--- src/rtl/nios_cpu_control_master.sv ---
// Avalon-MM initiator driving the control PIO (data/bit-set/bit-clear) for a non-CPU client.
// One command in flight; keeps a shadow of the PIO out_port and returns read data or the new shadow.
module nios_cpu_control_master #(
    parameter int DATA_W       = 32,
    parameter int READ_LATENCY = 1,
    parameter int TIMEOUT      = 255
) (
    input  logic              clk,
    input  logic              reset,
    input  logic              cmd_valid,
    output logic              cmd_ready,
    input  logic [1:0]        cmd_op,
    input  logic [DATA_W-1:0] cmd_data,
    output logic              rsp_valid,
    input  logic              rsp_ready,
    output logic [DATA_W-1:0] rsp_data,
    output logic              rsp_error,
    output logic [DATA_W-1:0] shadow_out,
    output logic [2:0]        avm_address,
    output logic              avm_chipselect,
    output logic              avm_write_n,
    output logic [DATA_W-1:0] avm_writedata,
    input  logic [DATA_W-1:0] avm_readdata,
    input  logic              avm_waitrequest
);

    typedef enum logic [1:0] {IDLE, ISSUE, RDWAIT, RESP} state_t;
    typedef enum logic [1:0] {OP_WRITE, OP_READ, OP_SET, OP_CLEAR} op_t;

    // Timeout fires on the TIMEOUT-th stalled ISSUE cycle.
    localparam logic [15:0] WAIT_LAST = 16'(TIMEOUT - 1);
    localparam logic [2:0]  RD_LAT    = 3'(READ_LATENCY);

    state_t            state;
    op_t               op_q;
    logic [DATA_W-1:0] data_q;
    logic [15:0]       wait_cnt;
    logic [2:0]        rd_cnt;
    logic [DATA_W-1:0] shadow_next;

    function automatic logic [2:0] addr_of(op_t op);
        case (op)
            OP_SET:   return 3'd4;
            OP_CLEAR: return 3'd5;
            default:  return 3'd0;
        endcase
    endfunction

    always_comb begin
        shadow_next = shadow_out;
        case (op_q)
            OP_WRITE: shadow_next = data_q;
            OP_SET:   shadow_next = shadow_out | data_q;
            OP_CLEAR: shadow_next = shadow_out & ~data_q;
            default:  shadow_next = shadow_out;
        endcase
    end

    always_ff @(posedge clk) begin
        if (reset) begin
            state          <= IDLE;
            op_q           <= OP_WRITE;
            data_q         <= '0;
            wait_cnt       <= '0;
            rd_cnt         <= '0;
            cmd_ready      <= 1'b0;
            rsp_valid      <= 1'b0;
            rsp_data       <= '0;
            rsp_error      <= 1'b0;
            shadow_out     <= '0;
            avm_address    <= '0;
            avm_chipselect <= 1'b0;
            avm_write_n    <= 1'b1;
            avm_writedata  <= '0;
        end else begin
            case (state)
                IDLE: begin
                    if (cmd_valid && cmd_ready) begin
                        op_q           <= op_t'(cmd_op);
                        data_q         <= cmd_data;
                        cmd_ready      <= 1'b0;
                        wait_cnt       <= '0;
                        avm_chipselect <= 1'b1;
                        avm_write_n    <= (op_t'(cmd_op) == OP_READ);
                        avm_address    <= addr_of(op_t'(cmd_op));
                        avm_writedata  <= cmd_data;
                        state          <= ISSUE;
                    end else begin
                        cmd_ready <= 1'b1;
                    end
                end
                ISSUE: begin
                    if (!avm_waitrequest) begin
                        avm_chipselect <= 1'b0;
                        avm_write_n    <= 1'b1;
                        if (op_q == OP_READ) begin
                            rd_cnt <= RD_LAT;
                            state  <= RDWAIT;
                        end else begin
                            shadow_out <= shadow_next;
                            rsp_data   <= shadow_next;
                            rsp_error  <= 1'b0;
                            rsp_valid  <= 1'b1;
                            state      <= RESP;
                        end
                    end else if (wait_cnt >= WAIT_LAST) begin
                        avm_chipselect <= 1'b0;
                        avm_write_n    <= 1'b1;
                        rsp_data       <= '0;
                        rsp_error      <= 1'b1;
                        rsp_valid      <= 1'b1;
                        state          <= RESP;
                    end else begin
                        wait_cnt <= wait_cnt + 16'd1;
                    end
                end
                RDWAIT: begin
                    // Slave readdata is valid READ_LATENCY cycles after the accepted read.
                    if (rd_cnt <= 3'd1) begin
                        rsp_data  <= avm_readdata;
                        rsp_error <= 1'b0;
                        rsp_valid <= 1'b1;
                        state     <= RESP;
                    end else begin
                        rd_cnt <= rd_cnt - 3'd1;
                    end
                end
                RESP: begin
                    if (rsp_ready) begin
                        rsp_valid <= 1'b0;
                        rsp_error <= 1'b0;
                        cmd_ready <= 1'b1;
                        state     <= IDLE;
                    end
                end
                default: state <= IDLE;
            endcase
        end
    end

endmodule
--- config.mk ---
export PLATFORM = sky130hd
export DESIGN_NAME = nios_cpu_control_master
export DESIGN_NICKNAME = d
export VERILOG_FILES = /design/src/rtl/nios_cpu_control_master.sv
export SDC_FILE = /design/constraint.sdc
export NUM_CORES = 1
export LEC_CHECK = 0
export BUFFER_PORTS_ARGS = -buffer_cell sky130_fd_sc_hd__buf_4
export CAP_MARGIN = 10
export CORE_UTILIZATION = 25
export DETAILED_ROUTE_END_ITERATION = 6
export GPL_ROUTABILITY_DRIVEN = 0
export MAX_ROUTING_LAYER = met4
export PLACE_DENSITY = 0.47
export SLEW_MARGIN = 20
export SYNTH_ARGS = -nofsm -noshare
export SYNTH_HDL_FRONTEND = slang
export SYNTH_SLANG_ARGS = --single-unit
--- constraint.sdc ---
create_clock -name clk -period 2.6 [get_ports clk]
set_input_delay 0.39 -clock clk [delete_from_list [all_inputs] [get_ports clk]]
set_output_delay 0.39 -clock clk [all_outputs]
set_load 0.05 [all_outputs]
==> impl_metrics.yaml <==
outcome:
  status: "completed"
power_and_ir_drop:
  peakVddDrop_mv: 0.358
  p_leak_nw: 3.38
  powerDensity_nw_per_um2: 914
cts:
  cts_buffer_depth: 2
  cts_tree: "yes"
  cts.sink_count: 126
  h-tree-depth: 4
  cts_resized: 0
  clockRootBuffer: "clkbuf_16"
  hold_buffers: 0
  clk_pin_slew_worst_paths_ns: 0.06
  clock_latency_ns: 0.42
  cts_setup_buffers: 0
  cts_made_buffers: 17
die:
  dieArea_um2: 26600
  ios: 175
  die_h_um: 163
  start_util_pct: 25.6
  fp-row-count: 58
  die_w_um: 163
  core_um2: 25300
timing:
  worstMarginPinSlew_ns: 0.784
  finalHoldViolCount: 0
  rsz0062_at_grt: "false"
  fmaxAchievable_ghz: 0.444
  min_period_over_period_pct: 86.7
  finClkSkew_ns: 0.0128
  tns_ns: 0
  setup_viol: 0
  max_slew_margin_pct: 47.5
  slew_viol_final: 0
  finalCriticalPeriod_ns: 2.25
synthesis:
  synth_mux_area_share_pct: 5.10
  yosysUniqueCellTypes: 59
  synth_area_um2: 6480
  synthFlopType: "dfxtp_1"
  synth.avg_cell_area_um2: 8.40
  synth-seq-cells: 126
  synthCells: 772
  yosys.area_share.xor_xnor_pct: 0
  synth_compound_area_share_pct: 24.0
  synth_edf_count: 0
  syn_nets: 851
  synthSimpleGateAreaFrac_pct: 25.3
  synth_top_family_by_area: "simple AND/OR/NAND/NOR gates"
  synthArstFlopShare_pct: 0
  yosysWarnings: 0
  yosys.area_share.adder_pct: 1.54
  synth_seq_area_share_pct: 38.9
cells_and_area:
  ff_latch_area_um2: 2520
  fill_cells: 2631
  final_common_cell: "buf_4"
  drive_above_1_share_pct: 26.6
  diodes: 0
  syn2layout_area_growth_pct: 35.1
  layoutNonFillerInstCount: 1262
  final_cell_mix: "buf_4, dfxtp_1, nand2b_1"
  nets: 998
  multi_input_area_um2: 3660
drt:
  routedWlPerCell_um: 17.0
  drcViolationCount: 0
  drtIter0Drc: 325
  vias: 6014
  ant_nets: 0
  dr.pass1.iters: 5
  avgViaCountPerCell: 4.77
  drt-total-wl_mm: 21.5
setup_path:
  end_kind: "flop"
  reg2reg_depth: 6
  reg2reg_slack_ns: 0.35
  crit_required_ns: 2.92
  cp.arrival_ns: 2.57
  cp-start-kind: "flop"
  critical_path_class: "reg -> reg"
  critical_path.max_fanout: 10
  reg2reg_to: "wait_cnt[13]"
  reg2reg_from: "state[0]"
min_path:
  hold_depth: 3
  holdPathEnd: "data_q[23]"
  min_path_type: "in -> reg"
  hp-start: "cmd_data[23]"
global_route:
  gr-total-overflow: 0
  grt_pass1_vias: 5720
  grt_max_degree: 103
  grt_pass1_wl_mm: 33.0
  antenna_found_initial: 0
  grt_usage_pct: 16.6
place:
  numPortBuffers: 173
  dp.cells: 1230
  dp_hpwl_mm: 14.3
run:
  maxCapViolations: 0
[kinds of logic after synthesis]
| group | Yosys count |
|---|---|
| fa+ha+maj | 8 |
| simple gates | 309 |
| compound gates | 217 |
| mux | 33 |
| flops | 126 |
| other cells | 1 |
| buf+inv | 78 |
[registers in the layout (all words and copies together), names as in the netlist]
| register | flops |
|---|---|
| avm_address | 2 |
| rsp_valid | 1 |
| cmd_ready | 1 |
| rd_cnt | 3 |
| op_q | 2 |
| state | 2 |
| shadow_out | 32 |
| wait_cnt | 16 |
| rsp_error | 1 |
| avm_chipselect | 1 |
| data_q | 32 |
| avm_write_n | 1 |
| rsp_data | 32 |
[per-stage QoR]
stage | instance area, um2 | power [mW] | utilization [%] | worst slack, ns | hold WS [ns]
4_1_cts | 8760 | 8.11 | 34.6 | 0.339 | 0.195
3_3_place_gp | 8130 | 5.51 | 32.1 | 0.374 | 0.437
3_5_place_dp | 8130 | 5.52 | 32.1 | 0.352 | 0.440
5_1_grt | 8760 | 8.42 | 34.6 | 0.136 | 0.208
2_1_floorplan | 6480 | 4.54 | - | 0.723 | 0.422
6_report | 8760 | 8.01 | 34.6 | 0.346 | 0.213
[power by group]
group          total, mW  leakage (nW)  switching, mW  internal (mW)
clock               2.56         0.303          0.910           1.65
combinational       3.05          2.06           1.99           1.06
sequential          2.39          1.02          0.239           2.15
[worst max path at each step]
stage           startpoint      endpoint  slack [ns]  cells past startpoint
2_1_floorplan  wait_cnt[0]   wait_cnt[6]        0.72                      6
3_3_place_gp      state[0]  wait_cnt[13]        0.37                      6
3_5_place_dp      state[0]   wait_cnt[8]        0.35                      6
4_1_cts           state[0]  wait_cnt[13]        0.34                      6
5_1_grt        wait_cnt[0]  rsp_data[26]        0.14                      7
6_report          state[0]  wait_cnt[13]        0.35                      6
[critical path, cell delays in order, from the launching register on]
cell and delay (ns):
dfxtp_1 0.37, inv_1 0.10, ha_1 0.32, and3_2 0.33
nor2_1 0.64, a2111oi_0 0.18, o21a_1 0.21
[metal layers]
metal | GRT usage (%) | vias up | share of wire [%]
met1 | 21.7 | 2825 | 48
met4 | 4.80 | 0 | 1.5
met3 | 3.48 | 16 | 4.7
li1 | - | 3034 | -
met2 | 25.8 | 139 | 46
met5 | - | - | 0
[cells in the mapped netlist (all sizes together) (3+ instances only)]
master     n  area (um2)
clkbuf    40         151
dfxtp    126        2520
o311ai    27         236
o21ai     20         100
a22oi     27         203
buf       22         123
o211ai     4        30.0
a31oi      7        43.8
nor2b     35         219
a21oi     58         294
and3       3        20.0
inv       16        60.1
a21boi    27         203
a221oi     7        61.3
and2       8        50.1
mux2i     33         330
nand2b    87         544
a21bo      5        50.1
o21bai     3        22.5
nand3     37         185
ha         8         100
nor2      40         150
o21a       3        22.5
nor3       3        15.0
nand2     80         300
or2b       4        30.0
a211oi     9        67.6
a311oi     6        52.6
nand4      4        40.0
o2111ai    3        50.1
[layout make-up]
cell class | count | area share [%]
well taps | 330 | 4.72
inverters | 16 | 0.686
repair buffers | 190 | 16.9
flip-flops and latches | 126 | 28.8
clock buffers | 21 | 5.26
multi-input cells | 568 | 41.8
clock inverters | 11 | 1.87
Note: power is estimated with default switching activity, not from simulation.
